## src/rtl/cfg_spi_loader_if.sv

```systemverilog
// SPI pin group and register-bank write port of cfg_spi_loader.
// spi_miso exists only when CFG_SPI_READBACK_EN is defined.
interface cfg_spi_loader_if #(
  parameter int unsigned AW = 2,
  parameter int unsigned DW = 16
) ();
  logic          spi_sclk;
  logic          spi_cs_n;
  logic          spi_mosi;
`ifdef CFG_SPI_READBACK_EN
  logic          spi_miso;
`endif
  logic          reg_wr;
  logic [AW-1:0] reg_adr;
  logic [DW-1:0] reg_dat;

  modport slave (
    input  spi_sclk, spi_cs_n, spi_mosi,
`ifdef CFG_SPI_READBACK_EN
    output spi_miso,
`endif
    output reg_wr, reg_adr, reg_dat
  );

  modport master (
    output spi_sclk, spi_cs_n, spi_mosi,
`ifdef CFG_SPI_READBACK_EN
    input  spi_miso,
`endif
    input  reg_wr, reg_adr, reg_dat
  );
endinterface

```

## src/rtl/cfg_spi_loader.sv

```systemverilog
// SPI mode-0 slave, oversampled in clk_i, turning cmd+data frames into register writes.
// Optional readback (cmd 2'b11) is enabled by defining CFG_SPI_READBACK_EN.
module cfg_spi_loader #(
  parameter int unsigned SYNC_STAGES = 2,
  parameter int unsigned AW          = 2,
  parameter int unsigned DW          = 16
) (
  input  logic                clk_i,
  input  logic                rst_n_i,
  cfg_spi_loader_if.slave     bus_if,
`ifdef CFG_SPI_READBACK_EN
  input  logic [DW-1:0]       reg0_i,
  input  logic [DW-1:0]       reg1_i,
  input  logic [DW-1:0]       reg2_i,
  input  logic [DW-1:0]       reg3_i,
`endif
  output logic                busy_o,
  output logic                frame_err_o,
  output logic [7:0]          frame_cnt_o
);

  localparam int unsigned FW = 8 + DW;
  localparam int unsigned CW = $clog2(FW + 1);

  typedef enum logic [1:0] {
    ST_IDLE,
    ST_SHIFT,
    ST_COMMIT,
    ST_WAIT
  } state_e;

  // Reset asserts asynchronously but releases on a clock edge.
  logic [1:0] rst_sync_q;
  logic       rst_n;

  always_ff @(posedge clk_i or negedge rst_n_i) begin
    if (!rst_n_i) rst_sync_q <= '0;
    else          rst_sync_q <= {rst_sync_q[0], 1'b1};
  end

  assign rst_n = rst_sync_q[1];

  logic [SYNC_STAGES-1:0] sclk_sync_q, cs_sync_q, mosi_sync_q;
  logic                   sclk_dly_q;
  logic                   sclk_s, cs_s, mosi_s, rise;

  always_ff @(posedge clk_i or negedge rst_n) begin
    if (!rst_n) begin
      sclk_sync_q <= '0;
      cs_sync_q   <= '1;
      mosi_sync_q <= '0;
      sclk_dly_q  <= 1'b0;
    end else begin
      sclk_sync_q <= {sclk_sync_q[SYNC_STAGES-2:0], bus_if.spi_sclk};
      cs_sync_q   <= {cs_sync_q[SYNC_STAGES-2:0],   bus_if.spi_cs_n};
      mosi_sync_q <= {mosi_sync_q[SYNC_STAGES-2:0], bus_if.spi_mosi};
      sclk_dly_q  <= sclk_s;
    end
  end

  assign sclk_s = sclk_sync_q[SYNC_STAGES-1];
  assign cs_s   = cs_sync_q[SYNC_STAGES-1];
  assign mosi_s = mosi_sync_q[SYNC_STAGES-1];
  assign rise   = sclk_s & ~sclk_dly_q;

  state_e          state_q, state_d;
  logic [CW-1:0]   bit_cnt_q, bit_cnt_d;
  logic [FW-1:0]   sr_q, sr_d, sr_next;
  logic [AW-1:0]   adr_q, adr_d;
  logic [DW-1:0]   dat_q, dat_d;
  logic [7:0]      frame_cnt_q, frame_cnt_d;
  logic            err_q, err_d;
  logic            last_bit;

  assign sr_next  = {sr_q[FW-2:0], mosi_s};
  assign last_bit = (bit_cnt_q == CW'(FW - 1));

  always_comb begin
    state_d     = state_q;
    bit_cnt_d   = bit_cnt_q;
    sr_d        = sr_q;
    adr_d       = adr_q;
    dat_d       = dat_q;
    frame_cnt_d = frame_cnt_q;
    err_d       = 1'b0;
    unique case (state_q)
      ST_IDLE: begin
        bit_cnt_d = '0;
        if (!cs_s) state_d = ST_SHIFT;
      end
      ST_SHIFT: begin
        // A final rise strobe wins over a simultaneous cs_n release.
        if (rise) begin
          sr_d      = sr_next;
          bit_cnt_d = bit_cnt_q + 1'b1;
          if (last_bit) begin
            if (sr_next[FW-1 -: 2] == 2'b10) begin
              state_d = ST_COMMIT;
              adr_d   = sr_next[DW +: AW];
              dat_d   = sr_next[DW-1:0];
            end else begin
              state_d = ST_WAIT;
            end
          end else if (cs_s) begin
            state_d = ST_IDLE;
            err_d   = 1'b1;
          end
        end else if (cs_s) begin
          state_d = ST_IDLE;
          err_d   = 1'b1;
        end
      end
      ST_COMMIT: begin
        frame_cnt_d = frame_cnt_q + 8'd1;
        state_d     = ST_WAIT;
      end
      ST_WAIT: begin
        if (cs_s) state_d = ST_IDLE;
      end
      default: state_d = ST_IDLE;
    endcase
  end

  always_ff @(posedge clk_i or negedge rst_n) begin
    if (!rst_n) begin
      state_q     <= ST_IDLE;
      bit_cnt_q   <= '0;
      sr_q        <= '0;
      adr_q       <= '0;
      dat_q       <= '0;
      frame_cnt_q <= '0;
      err_q       <= 1'b0;
    end else begin
      state_q     <= state_d;
      bit_cnt_q   <= bit_cnt_d;
      sr_q        <= sr_d;
      adr_q       <= adr_d;
      dat_q       <= dat_d;
      frame_cnt_q <= frame_cnt_d;
      err_q       <= err_d;
    end
  end

  assign bus_if.reg_wr  = (state_q == ST_COMMIT);
  assign bus_if.reg_adr = adr_q;
  assign bus_if.reg_dat = dat_q;
  assign busy_o         = (state_q != ST_IDLE);
  assign frame_err_o    = err_q;
  assign frame_cnt_o    = frame_cnt_q;

`ifdef CFG_SPI_READBACK_EN
  logic          fall;
  logic [DW-1:0] sout_q, sout_d, rd_word;

  assign fall = ~sclk_s & sclk_dly_q;

  always_comb begin
    unique case (sr_next[1:0])
      2'd0:    rd_word = reg0_i;
      2'd1:    rd_word = reg1_i;
      2'd2:    rd_word = reg2_i;
      default: rd_word = reg3_i;
    endcase
  end

  // The fall right after the cmd byte is skipped so the host samples the MSB on the 9th rise.
  always_comb begin
    sout_d = sout_q;
    if (state_q == ST_IDLE) begin
      sout_d = '0;
    end else if (state_q == ST_SHIFT && rise && bit_cnt_q == CW'(7)
                 && sr_next[7:6] == 2'b11) begin
      sout_d = rd_word;
    end else if (fall && bit_cnt_q >= CW'(9)) begin
      sout_d = {sout_q[DW-2:0], 1'b0};
    end
  end

  always_ff @(posedge clk_i or negedge rst_n) begin
    if (!rst_n) sout_q <= '0;
    else        sout_q <= sout_d;
  end

  assign bus_if.spi_miso = ~cs_s & sout_q[DW-1];
`endif

endmodule

```

## src/flat_wrapper.sv

```systemverilog
// flat-port wrapper written by rule: the top's interface ports become plain ports
module cfg_spi_loader_flat 
#(
  parameter int unsigned SYNC_STAGES = 2,
  parameter int unsigned AW          = 2,
  parameter int unsigned DW          = 16
)
  (clk_i, rst_n_i, busy_o, frame_err_o, frame_cnt_o, bus_if_spi_sclk, bus_if_spi_cs_n, bus_if_spi_mosi, bus_if_reg_wr, bus_if_reg_adr, bus_if_reg_dat);
  cfg_spi_loader_if #(.AW(AW), .DW(DW)) bus_if_i ();
  input  logic clk_i;
  input  logic rst_n_i;
  output logic busy_o;
  output logic frame_err_o;
  output logic [7:0] frame_cnt_o;
  input wire logic [$bits(bus_if_i.spi_sclk)-1:0] bus_if_spi_sclk;
  input wire logic [$bits(bus_if_i.spi_cs_n)-1:0] bus_if_spi_cs_n;
  input wire logic [$bits(bus_if_i.spi_mosi)-1:0] bus_if_spi_mosi;
  output wire logic [$bits(bus_if_i.reg_wr)-1:0] bus_if_reg_wr;
  output wire logic [$bits(bus_if_i.reg_adr)-1:0] bus_if_reg_adr;
  output wire logic [$bits(bus_if_i.reg_dat)-1:0] bus_if_reg_dat;
  assign bus_if_i.spi_sclk = bus_if_spi_sclk;
  assign bus_if_i.spi_cs_n = bus_if_spi_cs_n;
  assign bus_if_i.spi_mosi = bus_if_spi_mosi;
  assign bus_if_reg_wr = bus_if_i.reg_wr;
  assign bus_if_reg_adr = bus_if_i.reg_adr;
  assign bus_if_reg_dat = bus_if_i.reg_dat;
  cfg_spi_loader #(.SYNC_STAGES(SYNC_STAGES), .AW(AW), .DW(DW)) u_core (.clk_i(clk_i), .rst_n_i(rst_n_i), .bus_if(bus_if_i), .busy_o(busy_o), .frame_err_o(frame_err_o), .frame_cnt_o(frame_cnt_o));
endmodule
```

## config.mk

```make
export PLATFORM = sky130hd
export DESIGN_NAME = cfg_spi_loader_flat
export DESIGN_NICKNAME = d
export VERILOG_FILES = /design/src/rtl/cfg_spi_loader_if.sv /design/src/rtl/cfg_spi_loader.sv /design/src/flat_wrapper.sv
export SDC_FILE = /design/constraint.sdc
export NUM_CORES = 1
export LEC_CHECK = 0
export ABC_AREA = 0
export CAP_MARGIN = 20
export CORE_ASPECT_RATIO = 1.5
export CORE_MARGIN = 3
export CORE_UTILIZATION = 55
export DETAILED_ROUTE_END_ITERATION = 12
export PLACE_DENSITY = 0.81
export SYNTH_ARGS = -nofsm -noshare
export SYNTH_HDL_FRONTEND = slang
export SYNTH_SLANG_ARGS = --single-unit
```

## constraint.sdc

```tcl
create_clock -name clk_i -period 6 [get_ports clk_i]
set_input_delay 0.9 -clock clk_i [delete_from_list [all_inputs] [get_ports clk_i]]
set_output_delay 0.9 -clock clk_i [all_outputs]
set_load 0.05 [all_outputs]
```

==> results of run 1 <==
==> state kept, by name (all words and copies together) (netlist names) <==
name,cells
u_core.cs_sync_q,2
u_core.mosi_sync_q,2
u_core.sclk_sync_q,2
u_core.rst_sync_q,2
u_core.frame_cnt_o,8
u_core.bus_if.reg_dat,16
u_core.bit_cnt_q,5
u_core.frame_err_o,1
u_core.sr_q,23
u_core.sclk_dly_q,1
u_core.bus_if.reg_adr,2
u_core.state_q,2
==> cell families (layout without fill, tap and decap cells) <==
family | count (synthesis) | in the layout
multiplexers | 23 | 23
other | 1 | 1
buffers and inverters | 12 | 54
AO/OA/AOI/OAI | 6 | 6
AND/OR/NAND/NOR | 97 | 97
XOR/XNOR | 7 | 7
adder cells (fa/ha/maj) | 2 | 2
flip-flops | 66 | 66
==> layout make-up <==
class	instances	area share (%)
sequential	66	51.1
multi-input combinational	136	27.9
clock buffer	9	3.83
timing repair buffer	35	10.7
clock inverter	7	3.63
tap	64	2.47
inverter	3	0.348
==> stage by stage <==
stage,hold WS (ns),cell area [sq um]
final,0.354,3240
after floorplan,0.331,2600
after global routing,0.362,3240
after CTS,0.357,3240
after global placement,0.331,3000
after detailed placement,0.341,3000
==> routing by layer <==
layer	GRT usage, %	vias up	wire, um
li1	-	775	-
met1	19.9	803	1780
met2	26.4	38	2050
met3	5.23	8	183
met4	10.9	0	112
met5	0	-	0
==> report_power, final <==
group	internal [mW]	switching (mW)	total (mW)
clock network	0.276	0.168	0.443
registers	0.463	0.0138	0.477
logic	0.0131	0.0238	0.0368
total	0.752	0.205	0.957
==> layout by cell type, fill, tap and decap left out, drive strengths merged, types with 2 or more instances in the layout <==
cell type      instances
nand2                 79
dfrtp                 64
clkdlybuf4s50         33
mux2                  19
clkbuf                 9
nand4                  6
xnor2                  6
mux2i                  4
clkinv                 4
inv                    3
bufinv                 3
nand2b                 2
nand3                  2
o21ai                  2
and3                   2
ha                     2
buf                    2
dfstp                  2
==> worst max-delay path by stage <==
stage                            startpoint       endpoint  slack [ns]  cells after the start
after CTS                 u_core.state_q[0]  bus_if_reg_wr        2.98                      2
after detailed placement  u_core.state_q[0]  bus_if_reg_wr        3.39                      2
after global placement    u_core.state_q[0]  bus_if_reg_wr        3.39                      2
after global routing      u_core.state_q[0]  bus_if_reg_wr        2.90                      2
after floorplan           u_core.state_q[0]  bus_if_reg_wr        3.84                      2
final                     u_core.state_q[0]  bus_if_reg_wr        3.00                      2
==> reports/metrics.yaml, run 1 <==
status: "finished clean"
synth_edf_count: 0
dr.pass1.iters: 5
hp-class: "flop to flop"
post-synth-top-count-cell: "nand2_1"
ys.flop_type: "dfrtp_1"
placed_cells: 304
drv_cap: 0
ys_ff_latch: 66
cts_resized: 0
synth-xor-area-share_pct: 2.36
p_leak_nw: 1.64
synthDistinctLibCells: 30
path_max_fanout: 9
numPortBuffers: 33
detail-route-antenna-nets: 0
holdPathStages: 0
fin_util_pct: 71.3
drive_gt1_share_pct: 17.6
n_fill_cell: 312
synth_compound_area_share_pct: 1.78
r2r.worst_path.cells: 3
max_slew_margin_pct: 32.3
cts_tree: "yes"
critPathArrivalTime_ns: 2.10
hold_violations: 0
timing.critical_path.buf_inv: 1
grt_pass1_wl_mm: 7.37
ir_drop_mv: 0.295
r2r-end: "u_core.bus_if.reg_dat[3]"
worst_slack_ns: 3.00
slowest_delay_ns: 0.87
finalCriticalPeriod_ns: 3.00
hp-start: "u_core.rst_sync_q[0]"
gr-total-overflow: 0
die-area_sq_um: 5610
synth_top_family_by_area: "simple AND/OR/NAND/NOR gates"
synthCells: 214
insertedDiodeCount: 0
die_w_um: 62.2
syn_nets: 221
cts_buffers: 9
yosys.area_share.simple_pct: 17.7
fin_cells: 320
finalMaxSlewViolations: 0
cts_setup_buffers: 0
seq_area_sq_um: 1660
async_reset_ff_share_pct: 100
die_y_um: 90.3
place_hpwl_mm: 2.67
r2r-start: "u_core.state_q[1]"
yosys.area.top_type: "dfrtp_1"
tightest_slew_ns: 1.01
p_total_mw: 0.957
synth-seq-area-share_pct: 63.6
synth_fa_ha_area_share_pct: 0.962
r2r_slack_ns: 3.51
synth_mux_area_share_pct: 11.2
setup_tns_ns: 0
clk_latency_ns: 0.34
max_freq_mhz: 334
cts_root_buffer: "clkbuf_8"
worstSetupPathType: "flop to primary output"
synth_top_area_share_pct: 61.5
synth_area_leaders: "dfrtp_1 (62%), nand2_1 (11%), mux2_4 (5.8%)"
clockBufferDepth: 2
grtUsageTotal_pct: 16.8
grt_pass1_vias: 1671
synth_common_cells: "nand2_1 (79), dfrtp_1 (64), mux2_4 (10), mux2_2 (9)"
ios: 34
yosysWarningCount: 0
antenna_found_initial: 0
critical_path.slowest_cell: "clkdlybuf4s50_1"
skew_ns: 0.00561
num_rows: 30
h-tree-depth: 3
core_sq_um: 4540
first_iter_violations: 99
cp-end-kind: "primary output"
syn_to_final_growth_pct: 24.4
via_per_inst: 5.08
grt_start_max_net_pins: 65
min_period_over_period_pct: 49.9
rsz0062_at_grt: "false"
post-place-ws_ns: 3.39
remaining_drc_errors: 0
multi_input_area_sq_um: 903
required_ns: 5.10
holdBufCountCts: 0
wl_mm: 4.13
start_util_pct: 57.3
cts.sinks: 66
clkTransAtPathRegs_ns: 0.07
fin_nets: 258
wl_per_cell_um: 12.9
syn_area_sq_um: 2600
finalSetupViolCount: 0
crit_chain: "and2b_1, clkdlybuf4s50_1"
cp_top_family: "buffers and inverters"
syn_area_per_cell_sq_um: 12.2
startpoint_type: "flop"
gp_congestion: 0.775
hold_end: "u_core.rst_sync_q[1]"
power_density_nw_per_um2: 296
num_vias: 1624
Note: power is estimated with default switching activity, not from simulation.
==> inputs of run 2 (changes only) <==
CORE_UTILIZATION = 49   (was 55)
PLACE_DENSITY = 0.76   (was 0.81)
clock period = 2.6 ns   (was 6 ns; I/O delays follow)
==> run 2 against run 1 <==
Wire length rose by 7.2%. Worst setup slack lost 2.7 ns. Non-clock buffer count is 3 higher. Die area is 11% higher. Cell count is 1.6% higher. Critical path depth unchanged. Sequential share of layout area rose by 0.24 points. Clock power rose by 85%. Count of clock-buffer cells in the layout increased by 4.
==> reports/metrics.yaml, run 2 (synthesis results as in run 1) <==
hp-class: "input pin to asynchronous set/reset pin"
finalSetupViolCount: 0
rsz0062_at_grt: "false"
cts_setup_buffers: 0
critPathArrivalTime_ns: 1.91
holdBufCountCts: 0
antenna_found_initial: 0
via_per_inst: 5.08
insertedDiodeCount: 0
ios: 34
ir_drop_mv: 0.457
gp_congestion: 0.698
power_density_nw_per_um2: 623
cts.sinks: 66
num_vias: 1650
gr-total-overflow: 0
placed_cells: 309
max_slew_margin_pct: 48.3
worstSetupPathType: "flop to primary output"
detail-route-antenna-nets: 0
grt_pass1_wl_mm: 7.69
first_iter_violations: 96
grtUsageTotal_pct: 16.4
grt_start_max_net_pins: 65
grt_pass1_vias: 1738
layout_common_cells: "nand2_1 (79), dfrtp_1 (63), clkdlybuf4s50_1 (33)"
cts_buffers: 9
pwr-share-comb_pct: 4.2
postPlaceCellArea_sq_um: 3030
clkTransAtPathRegs_ns: 0.07
start_util_pct: 52.4
path_max_fanout: 8
remaining_drc_errors: 0
max_freq_mhz: 435
mostFrequentLayoutCell: "nand2_1"
dr.pass1.iters: 4
tightest_slew_ns: 0.776
fin_nets: 261
place_hpwl_mm: 2.98
p_seq_share_pct: 54.9
top_register: "u_core.sr_q"
wl_mm: 4.43
hold_slack_ns: 0.209
p_leak_nw: 1.63
cts_root_buffer: "clkbuf_8"
cp-end-kind: "primary output"
fin_cells: 325
num_rows: 31
finalMaxSlewViolations: 0
n_fill_cell: 413
die_w_um: 65.5
hold_violations: 0
drv_cap: 0
cts_resized: 0
status: "finished clean"
cts_tree: "yes"
largest_register_ff_count: 23
finalCriticalPeriod_ns: 2.30
wl_per_cell_um: 13.6
clock_power_share_pct: 40.9
h-tree-depth: 3
power.internal_mw: 1.57
setup_tns_ns: 0
fin_util_pct: 64.9
startpoint_type: "flop"
core_sq_um: 4960
seq_area_sq_um: 1660
min_period_over_period_pct: 88.3
multi_input_area_sq_um: 903
swShare_pct: 21.9
drive_gt1_share_pct: 17.4
die-area_sq_um: 6240
finalInstanceArea_sq_um: 3220
power.switching_mw: 0.440
syn_to_final_growth_pct: 23.8
clockBufferDepth: 2
numPortBuffers: 33
required_ns: 2.21
skew_ns: 0.00669
clk_latency_ns: 0.33
die_y_um: 95.3
## run 2: cell count changes in the layout (fill, tap and decap cells not counted), sizes merged
cell,change
bufinv,-2
buf,+3
clkinv,-2
clkbuf,+4
## run 2: power by group through the flow
stage | clock (mW) | combinational, mW | sequential [mW]
floorplan | 0 | 0.0459 | 1.13
global placement | 0 | 0.0843 | 1.12
detailed placement | 0 | 0.0870 | 1.12
CTS | 0.848 | 0.0875 | 1.10
global route | 0.890 | 0.0972 | 1.11
finish | 0.821 | 0.0845 | 1.10
## run 2: worst paths after layout
check | from | depth (start not counted) | slack, ns | end
setup / recovery | u_core.state_q[1] | 2 | 0.30 | busy_o
hold / removal | rst_n_i | 1 | 0.21 | u_core.rst_sync_q[1]
setup reg to reg | u_core.bit_cnt_q[0] | 5 | 0.65 | u_core.bus_if.reg_dat[5]
hold reg to reg | u_core.sclk_sync_q[0] | 0 | 0.35 | u_core.sclk_sync_q[1]
max in group asynchronous | u_core.rst_sync_q[1] | 1 | 1.65 | u_core.state_q[1]
min in group clk_i | u_core.sclk_sync_q[0] | 0 | 0.35 | u_core.sclk_sync_q[1]
## run 2: per-layer routing
metal | GRT usage (%) | part of all wire (%)
met1 | 18.2 | 41
met2 | 27.7 | 53
met3 | 6.01 | 4.5
met4 | 7.79 | 2.2
met5 | 0 | 0
## run 2: critical path, stage by stage (launching register included)
cell and delay (ns):
dfrtp_1 0.48, or2_2 0.39, clkdlybuf4s50_1 0.71
## run 2: cell type report
| cell class | count | area share, % |
|---|---|---|
| well taps | 66 | 2.56 |
| clock inverters | 3 | 1.24 |
| clock buffers | 13 | 4.62 |
| repair buffers | 38 | 11.8 |
| inverters | 3 | 0.350 |
| flip-flops and latches | 66 | 51.4 |
| multi-input cells | 136 | 28.0 |
## run 2: stage by stage
stage          power, mW  setup slack, ns
6_report            2.01            0.304
5_1_grt             2.09            0.236
3_5_place_dp        1.21            0.640
4_1_cts             2.04            0.281
2_1_floorplan       1.17            0.630
3_3_place_gp        1.20            0.660
==> inputs of run 3 (changes only) <==
CAP_MARGIN = 25   (was 20)
==> results of run 3 <==
No change in the layout: final DEF, timing and power equal those of run 2.
